## src/rtl/mips_mc_ctrl.sv

```systemverilog
// mips_mc_ctrl: multi-cycle control unit for a 32-bit MIPS datapath.
// It steps each instruction through fetch, decode, execute, memory and write-back
// over a single shared memory. Each memory access waits on mem_ready.
// The ALU function, operand selects and datapath enables are decoded combinationally
// from the current state and the instruction register fields.
//
// Memory handshake: in FETCH and MEM the controller raises mem_read or mem_write and
// keeps it high, with the address select stable, until the memory returns
// mem_ready=1. The access completes in the cycle where both the request and
// mem_ready are high. The FSM advances only on that cycle.
module mips_mc_ctrl #(
   parameter bit EXC_ENABLE = 1'b1
) (
   input  logic       clk,
   input  logic       reset,
   input  logic [5:0] opcode,
   input  logic [5:0] funct,
   input  logic [4:0] rt,
   input  logic       zero,
   input  logic       mem_ready,
   output logic [5:0] alufun,
   output logic       sign,
   output logic [1:0] alu_src_a,
   output logic [2:0] alu_src_b,
   output logic       iord,
   output logic       mem_read,
   output logic       mem_write,
   output logic       ir_write,
   output logic       pc_write,
   output logic [1:0] pc_src,
   output logic       reg_write,
   output logic [1:0] reg_dst,
   output logic [1:0] mem_to_reg,
   output logic       exc
);

   typedef enum logic [2:0] {
      ST_RST    = 3'd0,
      ST_FETCH  = 3'd1,
      ST_DECODE = 3'd2,
      ST_EXEC   = 3'd3,
      ST_MEM    = 3'd4,
      ST_WB     = 3'd5
   } state_t;

   // ALU function codes
   localparam logic [5:0] ALU_ADD = 6'b000000;
   localparam logic [5:0] ALU_SUB = 6'b000001;
   localparam logic [5:0] ALU_AND = 6'b011000;
   localparam logic [5:0] ALU_OR  = 6'b011110;
   localparam logic [5:0] ALU_XOR = 6'b010110;
   localparam logic [5:0] ALU_NOR = 6'b010001;
   localparam logic [5:0] ALU_A   = 6'b011010;
   localparam logic [5:0] ALU_SLL = 6'b100000;
   localparam logic [5:0] ALU_SRL = 6'b100001;
   localparam logic [5:0] ALU_SRA = 6'b100011;
   localparam logic [5:0] ALU_EQ  = 6'b110011;
   localparam logic [5:0] ALU_NEQ = 6'b110001;
   localparam logic [5:0] ALU_LT  = 6'b110101;
   localparam logic [5:0] ALU_LEZ = 6'b111101;
   localparam logic [5:0] ALU_LTZ = 6'b111011;
   localparam logic [5:0] ALU_GTZ = 6'b111111;

   // Opcodes
   localparam logic [5:0] OP_RTYPE  = 6'h00;
   localparam logic [5:0] OP_REGIMM = 6'h01;
   localparam logic [5:0] OP_J      = 6'h02;
   localparam logic [5:0] OP_JAL    = 6'h03;
   localparam logic [5:0] OP_BEQ    = 6'h04;
   localparam logic [5:0] OP_BNE    = 6'h05;
   localparam logic [5:0] OP_BLEZ   = 6'h06;
   localparam logic [5:0] OP_BGTZ   = 6'h07;
   localparam logic [5:0] OP_ADDI   = 6'h08;
   localparam logic [5:0] OP_ADDIU  = 6'h09;
   localparam logic [5:0] OP_SLTI   = 6'h0A;
   localparam logic [5:0] OP_SLTIU  = 6'h0B;
   localparam logic [5:0] OP_ANDI   = 6'h0C;
   localparam logic [5:0] OP_ORI    = 6'h0D;
   localparam logic [5:0] OP_LUI    = 6'h0F;
   localparam logic [5:0] OP_LW     = 6'h23;
   localparam logic [5:0] OP_SW     = 6'h2B;

   // R-type funct codes
   localparam logic [5:0] FN_SLL  = 6'h00;
   localparam logic [5:0] FN_SRL  = 6'h02;
   localparam logic [5:0] FN_SRA  = 6'h03;
   localparam logic [5:0] FN_JR   = 6'h08;
   localparam logic [5:0] FN_ADD  = 6'h20;
   localparam logic [5:0] FN_ADDU = 6'h21;
   localparam logic [5:0] FN_SUB  = 6'h22;
   localparam logic [5:0] FN_SUBU = 6'h23;
   localparam logic [5:0] FN_AND  = 6'h24;
   localparam logic [5:0] FN_OR   = 6'h25;
   localparam logic [5:0] FN_XOR  = 6'h26;
   localparam logic [5:0] FN_NOR  = 6'h27;
   localparam logic [5:0] FN_SLT  = 6'h2A;
   localparam logic [5:0] FN_SLTU = 6'h2B;

   state_t state_q, state_d;

   // Instruction class flags and the ALU controls the instruction needs in EXEC.
   logic       is_rtype;
   logic       is_jr;
   logic       is_j;
   logic       is_jal;
   logic       is_branch;
   logic       is_lw;
   logic       is_sw;
   logic       is_legal;
   logic [5:0] ex_alufun;
   logic       ex_sign;
   logic [1:0] ex_src_a;
   logic [2:0] ex_src_b;

   // State register; reset wins over any pending memory access.
   always_ff @(posedge clk) begin
      if (reset) begin
         state_q <= ST_RST;
      end else begin
         state_q <= state_d;
      end
   end

   // Instruction decode: classify the IR fields and pick the EXEC-cycle ALU controls.
   always_comb begin
      is_rtype  = 1'b0;
      is_jr     = 1'b0;
      is_j      = 1'b0;
      is_jal    = 1'b0;
      is_branch = 1'b0;
      is_lw     = 1'b0;
      is_sw     = 1'b0;
      is_legal  = 1'b1;
      ex_alufun = ALU_ADD;
      ex_sign   = 1'b0;
      ex_src_a  = 2'd0;
      ex_src_b  = 3'd0;
      case (opcode)
         OP_RTYPE: begin
            // Register-register ops take rs and rt. Shifts see shamt on the rs input from the datapath.
            is_rtype = 1'b1;
            ex_src_a = 2'd1;
            ex_src_b = 3'd0;
            case (funct)
               FN_ADD:  begin ex_alufun = ALU_ADD; ex_sign = 1'b1; end
               FN_ADDU: begin ex_alufun = ALU_ADD; ex_sign = 1'b0; end
               FN_SUB:  begin ex_alufun = ALU_SUB; ex_sign = 1'b1; end
               FN_SUBU: begin ex_alufun = ALU_SUB; ex_sign = 1'b0; end
               FN_AND:  ex_alufun = ALU_AND;
               FN_OR:   ex_alufun = ALU_OR;
               FN_XOR:  ex_alufun = ALU_XOR;
               FN_NOR:  ex_alufun = ALU_NOR;
               FN_SLT:  begin ex_alufun = ALU_LT; ex_sign = 1'b1; end
               FN_SLTU: begin ex_alufun = ALU_LT; ex_sign = 1'b0; end
               FN_SLL:  ex_alufun = ALU_SLL;
               FN_SRL:  ex_alufun = ALU_SRL;
               FN_SRA:  ex_alufun = ALU_SRA;
               FN_JR: begin
                  is_rtype  = 1'b0;
                  is_jr     = 1'b1;
                  ex_alufun = ALU_A;
               end
               default: begin
                  is_rtype = 1'b0;
                  is_legal = 1'b0;
                  ex_src_a = 2'd0;
               end
            endcase
         end
         OP_REGIMM: begin
            // Only bltz (rt=0) is implemented in the REGIMM group.
            if (rt == 5'd0) begin
               is_branch = 1'b1;
               ex_alufun = ALU_LTZ;
               ex_sign   = 1'b1;
               ex_src_a  = 2'd1;
            end else begin
               is_legal = 1'b0;
            end
         end
         OP_J:   is_j   = 1'b1;
         OP_JAL: is_jal = 1'b1;
         OP_BEQ, OP_BNE, OP_BLEZ, OP_BGTZ: begin
            is_branch = 1'b1;
            ex_sign   = 1'b1;
            ex_src_a  = 2'd1;
            case (opcode)
               OP_BEQ:  ex_alufun = ALU_EQ;
               OP_BNE:  ex_alufun = ALU_NEQ;
               OP_BLEZ: ex_alufun = ALU_LEZ;
               default: ex_alufun = ALU_GTZ;
            endcase
         end
         OP_ADDI:  begin ex_alufun = ALU_ADD; ex_sign = 1'b1; ex_src_a = 2'd1; ex_src_b = 3'd2; end
         OP_ADDIU: begin ex_alufun = ALU_ADD; ex_sign = 1'b0; ex_src_a = 2'd1; ex_src_b = 3'd2; end
         OP_SLTI:  begin ex_alufun = ALU_LT;  ex_sign = 1'b1; ex_src_a = 2'd1; ex_src_b = 3'd2; end
         OP_SLTIU: begin ex_alufun = ALU_LT;  ex_sign = 1'b0; ex_src_a = 2'd1; ex_src_b = 3'd2; end
         OP_ANDI:  begin ex_alufun = ALU_AND; ex_src_a = 2'd1; ex_src_b = 3'd4; end
         OP_ORI:   begin ex_alufun = ALU_OR;  ex_src_a = 2'd1; ex_src_b = 3'd4; end
         // lui shifts the zero-extended immediate left by the constant 16 on input A.
         OP_LUI:   begin ex_alufun = ALU_SLL; ex_src_a = 2'd2; ex_src_b = 3'd4; end
         OP_LW:    begin is_lw = 1'b1; ex_alufun = ALU_ADD; ex_src_a = 2'd1; ex_src_b = 3'd2; end
         OP_SW:    begin is_sw = 1'b1; ex_alufun = ALU_ADD; ex_src_a = 2'd1; ex_src_b = 3'd2; end
         default:  is_legal = 1'b0;
      endcase
      // An illegal instruction executes as an all-zero EXEC cycle when exceptions are off.
      if (!is_legal) begin
         ex_alufun = ALU_ADD;
         ex_sign   = 1'b0;
         ex_src_a  = 2'd0;
         ex_src_b  = 3'd0;
      end
   end

   // Next-state and output decode; every output defaults to 0 so unlisted signals stay low.
   always_comb begin
      state_d    = state_q;
      alufun     = ALU_ADD;
      sign       = 1'b0;
      alu_src_a  = 2'd0;
      alu_src_b  = 3'd0;
      iord       = 1'b0;
      mem_read   = 1'b0;
      mem_write  = 1'b0;
      ir_write   = 1'b0;
      pc_write   = 1'b0;
      pc_src     = 2'd0;
      reg_write  = 1'b0;
      reg_dst    = 2'd0;
      mem_to_reg = 2'd0;
      exc        = 1'b0;
      unique case (state_q)
         ST_RST: begin
            state_d = ST_FETCH;
         end
         ST_FETCH: begin
            // Read the instruction at PC while the ALU forms PC+4; both commit together on mem_ready.
            mem_read  = 1'b1;
            alu_src_b = 3'd1;
            alufun    = ALU_ADD;
            if (mem_ready) begin
               ir_write = 1'b1;
               pc_write = 1'b1;
               state_d  = ST_DECODE;
            end
         end
         ST_DECODE: begin
            // Precompute the branch target into ALUOut; jumps and exceptions finish here.
            alu_src_b = 3'd3;
            alufun    = ALU_ADD;
            if (is_j || is_jal) begin
               pc_write = 1'b1;
               pc_src   = 2'd2;
               state_d  = ST_FETCH;
               if (is_jal) begin
                  reg_write  = 1'b1;
                  reg_dst    = 2'd2;
                  mem_to_reg = 2'd2;
               end
            end else if (!is_legal && EXC_ENABLE) begin
               exc      = 1'b1;
               pc_write = 1'b1;
               pc_src   = 2'd3;
               state_d  = ST_FETCH;
            end else begin
               state_d = ST_EXEC;
            end
         end
         ST_EXEC: begin
            alufun    = ex_alufun;
            sign      = ex_sign;
            alu_src_a = ex_src_a;
            alu_src_b = ex_src_b;
            if (is_jr) begin
               pc_write = 1'b1;
               pc_src   = 2'd0;
               state_d  = ST_FETCH;
            end else if (is_branch) begin
               // Taken branch loads the target precomputed in DECODE.
               pc_write = zero;
               pc_src   = 2'd1;
               state_d  = ST_FETCH;
            end else if (is_lw || is_sw) begin
               state_d = ST_MEM;
            end else if (is_legal) begin
               state_d = ST_WB;
            end else begin
               state_d = ST_FETCH;
            end
         end
         ST_MEM: begin
            iord      = 1'b1;
            mem_read  = is_lw;
            mem_write = is_sw;
            if (mem_ready) begin
               state_d = is_lw ? ST_WB : ST_FETCH;
            end
         end
         ST_WB: begin
            reg_write  = 1'b1;
            reg_dst    = is_rtype ? 2'd1 : 2'd0;
            mem_to_reg = is_lw ? 2'd1 : 2'd0;
            state_d    = ST_FETCH;
         end
         default: begin
            state_d = ST_RST;
         end
      endcase
   end

endmodule

```

## config.mk

```make
export PLATFORM = sky130hd
export DESIGN_NAME = mips_mc_ctrl
export DESIGN_NICKNAME = d
export VERILOG_FILES = /design/src/rtl/mips_mc_ctrl.sv
export SDC_FILE = /design/constraint.sdc
export NUM_CORES = 1
export LEC_CHECK = 0
export ABC_AREA = 1
export BUFFER_PORTS_ARGS = -buffer_cell sky130_fd_sc_hd__buf_2
export CAP_MARGIN = 0
export CORE_MARGIN = 4
export CORE_UTILIZATION = 44
export CTS_BUF_LIST = sky130_fd_sc_hd__clkbuf_4
export DETAILED_ROUTE_END_ITERATION = 10
export PLACE_DENSITY = 0.8
export REMOVE_ABC_BUFFERS = 1
export SYNTH_ARGS = -nofsm -noshare
export SYNTH_HDL_FRONTEND = slang
export SYNTH_SLANG_ARGS = --single-unit
```

## constraint.sdc

```tcl
create_clock -name clk -period 1.1 [get_ports clk]
set_input_delay 0.055 -clock clk [delete_from_list [all_inputs] [get_ports clk]]
set_output_delay 0.055 -clock clk [all_outputs]
set_load 0.01 [all_outputs]
```

## After elaboration in Yosys (flattened, before gate mapping)

Cells that the tools add are included.

| storage, ports and cells | value |
|---|---|
| word-level logic and storage cells | 123 |
| output and inout bits | 25 |
| bits in registers | 3 |
| input port bits | 21 |

| cells by class | value |
|---|---|
| eq/ne operators | 36 |
| reductions and logical operators | 20 |
| multiplexer cells | 66 |

Operators with widths:

| kind | number |
|---|---|
| equality test 6 bit (second input constant) | 12 |
| case mux 6 bit (10 select lines) | 1 |
| equality test 6 x 4 -> 1 bit (second input constant) | 8 |
| case mux 6 bit (7 select lines) | 1 |
| 2-to-1 mux 1 bit | 31 |
| equality test 6 x 2 -> 1 bit (second input constant) | 4 |
| equality test 6 x 3 -> 1 bit (second input constant) | 4 |
| 2-to-1 mux 3 bit | 8 |
| 2-to-1 mux 6 bit | 3 |
| 2-to-1 mux 2 bit | 8 |
| case mux 3 bit (5 select lines) | 1 |
| OR reduction 15 bit | 1 |
| OR reduction 14 bit | 1 |
| OR reduction 13 bit | 1 |
| logical NOT 6 bit | 2 |
| case mux 2 bit (2 select lines) | 3 |
| case mux 4 bit (3 select lines) | 1 |
| OR reduction 12 bit | 1 |
| OR reduction 6 bit | 2 |
| case mux 1 bit (3 select lines) | 3 |
| case mux 3 bit (3 select lines) | 1 |
| case mux 2 bit (4 select lines) | 1 |
| OR reduction 2 bit | 4 |
| equality test 3 x 2 -> 1 bit (second input constant) | 2 |
| other kinds (12) | 18 |

## Depth between registers and ports, before layout

| depth | value |
|---|---|
| depth after elaboration | 9 |
| depth in mapped cells | 12 |
| depth with buffers taken out | 12 |

## Worst setup path after synthesis

OpenSTA, ideal clock, no wires.

| timing | value |
|---|---|
| kind | register to register |
| start | reg state_q[2] |
| end | reg state_q[0] |
| data arrival time | 1.208 ns |
| setup time | 0.114 ns |
| cell stages (with the launch flop) | 8 |
| slack | -0.221 ns |
| clock period less this slack | 1.321 ns |
| buffers on the path | 0 |
| required time | 0.986 ns |
| path through | dfxtp_1 > inv_1 > nor3_1 > nand2_1 > o21ai_0 > nor2_1 > a21oi_1 > nor2_1 |

| on the way | value |
|---|---|
| cells in the longest elaborated chain, start to end | 3 |
| elaborated cells between the ends (all ways) | 11 |
| classes of those cells | 7 x eq/ne; 1 x mux; 3 x reduce/logical |

RTL lines:

| item | RTL line | text |
|---|---|---|
| from (decl) | 99 | `state_t state_q, state_d;` |
| from (signal assigned) | 120 | `state_q <= state_d;` |
| equality test 3 bit (tied with other cells) | 232 | `unique case (state_q)` |
| OR reduction 2 bit (no source line) or != test 2 bit (tied branches) | - |  |
| case mux 3 bit (5 select lines) or AND reduction 2 bit (tied branches) | - |  |

Several ways; a longest one is shown, not always the timed one.
A chain may end at the register's enable or synchronous reset.

## Worst setup path after layout

| timing | value |
|---|---|
| start | reg state_q[0] |
| end | out reg_write |

| on the way | value |
|---|---|
| cells in the longest elaborated chain, start to end | 2 |
| elaborated cells between the ends (all ways) | 3 |
| classes of those cells | 2 x eq/ne; 1 x mux |

RTL lines:

| item | RTL line | text |
|---|---|---|
| equality test 3 bit or equality test 3 x 2 -> 1 bit (tied branches) | 232 |  |
| case mux 1 bit (2 select lines) * | 232 |  |
| to (decl) | 31 | `output logic reg_write,` |

Mark *: on every way between the ends. The rest lies on a longest branch, timed or not.

==> flow_summary_export.csv <==
group,metric,value,unit
grt,grt.total_usage,25.4,%
sta,rsz0062_at_grt,"yes",
finish,antenna_cells,0,
placement,pre_cts_ws,-220,ps
sta,clock.fmax,0.679,GHz
floorplan,fp.dieH,55.3,um
floorplan,io_pins,46,
clock_network,clockBufferDepth,2,
drt,wl_per_cell,15.7,um
synthesis,ys_ff_latch,3,
clock_network,h-tree-depth,1,
finish,layout-drive-gt1-share,58.3,%
power_and_ir_drop,leakage,1.04,nW
finish,largestRegisters,"state_q: 3 flops",
sta,final-setup-viol-count,28,
clock_network,clock-sinks,3,
clock_network,root_buffer,"clkbuf_4",
drt,vias,1713,
sta,period_needed,1470,ps
clock_network,cts_buffers,3,
grt,grt_pass1_wl,6.55,mm
sta,slew_viol_final,0,
drt,drc,0,
sta,maxSlewHeadroom,77.0,%
drt,drtIter0Drc,136,
sta,fin_crit_sh,134,%
power_and_ir_drop,power_density,508,nW/um^2
floorplan,dieArea,3060,sq um
flow_run,max_cap_viol_count,0,
placement,placed_area,1510,sq um
worst_setup_path,criticalPathCategory,"reg2out",
status,violations,"negative setup slack",
min_path,hold_class,"in2reg",
worst_setup_path,crit_path_max_fanout,5,
finish,layout_commonest_cell,"buf_2",
grt,grt_max_degree,8,
placement,gp_congestion,0.882,
drt,routed_wl,4.74,mm
drt,vias_per_cell,5.65,
finish,num-nets-final,298,
synthesis,synth-edff-count,0,
synthesis,yosysWarnings,0,
synthesis,synthFlopType,"dfxtp_1",
floorplan,dieWidth,55.3,um
clock_network,worstSkewPairLatency,260,ps
synthesis,synth_cell_types,31,
drt,dr.pass1.iters,7,
grt,antenna_found_initial,0,
finish,largest_register,"state_q",
floorplan,initial_utilization,48.2,%
synthesis,syn-mean-instance-area,5.35,sq um
clock_network,clkTransAtPathRegs,50,ps
status,run_status,"finished, violations left",
drt,drtAntennaViolNets,0,
grt,grt-ovfl-total,0,
clock_network,cts_tree,"built",
worst_setup_path,critPathCaptureType,"output pin",
grt,grt_pass1_vias,1500,
synthesis,ys_seq_area_share,6.10,%
finish,areaGrowthSynthToFinish,81.6,%
sta,setup_slack,-372,ps
worst_setup_path,cp.arrival,1420,ps
finish,largest_reg_flops,3,
floorplan,num_rows,16,
finish,final_cell_mix,"buf_2 (42), buf_4 (41), nand2_1 (37)",
finish,post-route-cell-area,1790,sq um
synthesis,synthArstFlopShare,0,%
sta,worst_pin_slew,342,ps
sta,finClkSkew,4.05,ps
placement,hpwl,2.73,mm
placement,port_buffers,45,
floorplan,coreArea,2040,sq um
worst_setup_path,crit_path_start_kind,"flip-flop",
synthesis,synthCells,184,
synthesis,synth_area,985,sq um
worst_setup_path,cp.required,1040,ps
finish,fillers,127,
power_and_ir_drop,peakVddDrop,1010,uV
sta,finalHoldViolations,0,
## stage by stage
step	std cells	power [mW]	hold WS, ps	utilization, %	setup TNS, ps
floorplan	181	0.322	127	-	-1420
global placement	291	0.522	247	74.0	-2950
detailed placement	291	0.528	245	74.0	-3120
CTS	299	0.809	157	82.8	-5740
global route	303	0.946	170	87.6	-8480
finish	303	0.908	160	87.6	-7490
## cells by family after synthesis
group	after synthesis	synth area share, %
flip-flops	3	6.10
AND/OR/NAND/NOR	126	65.9
AO/OA/AOI/OAI	20	12.7
buffers and inverters	35	15.2
## critical path, stage by stage (launching register included)
cell and delay [ps]:
dfxtp_4 380, nor3_2 290, inv_2 140, o21ai_0 180
buf_2 160
## power breakdown
| group | total [mW] | internal, mW | switching, mW |
|---|---|---|---|
| clock network | 0.267 | 0.164 | 0.104 |
| registers | 0.129 | 0.113 | 0.0153 |
| logic | 0.512 | 0.227 | 0.285 |
## per-layer routing
metal  up-vias  track usage, %  routed length [um]
met3        31            7.23                 553
met2       143            43.8                2350
li1        776               -                   -
met4         0            6.60                 159
met1       763            30.8                1680
met5         -               0                   0
## repair_timing
item / CTS / global route
gates resized for setup: 38 / 18
endpoints found under the hold margin: 1 / 0
hold buffers: 1 / 0
buffers inserted: 3 / 4
endpoints found under the setup margin: 28 / 28
pin swaps: 4 / 8
## cell usage after synthesis (2+ instances only)
library cell,count,area [sq um]
nor2_1,29,109
nor3_1,8,40.0
inv_1,25,93.8
and2_1,2,12.5
nand3_1,16,80.1
inv_2,7,26.3
dfxtp_1,3,60.1
nand2_4,3,33.8
nand3_2,6,60.1
o21ai_0,4,20.0
nand2_2,9,56.3
nand2_1,41,154
or2_2,2,12.5
a21oi_1,7,35.0
nor2_2,4,25.0
nand4_1,2,12.5
buf_6,2,22.5
## final cells by class
| class | instances | area (sq um) | area share (%) |
|---|---|---|---|
| Inverter | 32 | 130 | 7.28 |
| Multi-Input combinational cell | 146 | 907 | 50.7 |
| Clock buffer | 4 | 30.0 | 1.68 |
| Sequential cell | 3 | 71.3 | 3.99 |
| Timing Repair Buffer | 91 | 616 | 34.4 |
| Tap cell | 27 | 33.8 | 1.89 |
## path summary, 6_finish.rpt
| path | start | end | slack (ps) | depth (start not counted) |
|---|---|---|---|---|
| worst max-delay path | state_q[0] | reg_write | -370 | 4 |
| worst min-delay path | mem_ready | state_q[0] | 160 | 4 |
| worst max register to register | state_q[1] | state_q[0] | -230 | 8 |
| worst min register to register | state_q[1] | state_q[1] | 770 | 5 |
Power figures use the tool's default switching activity.
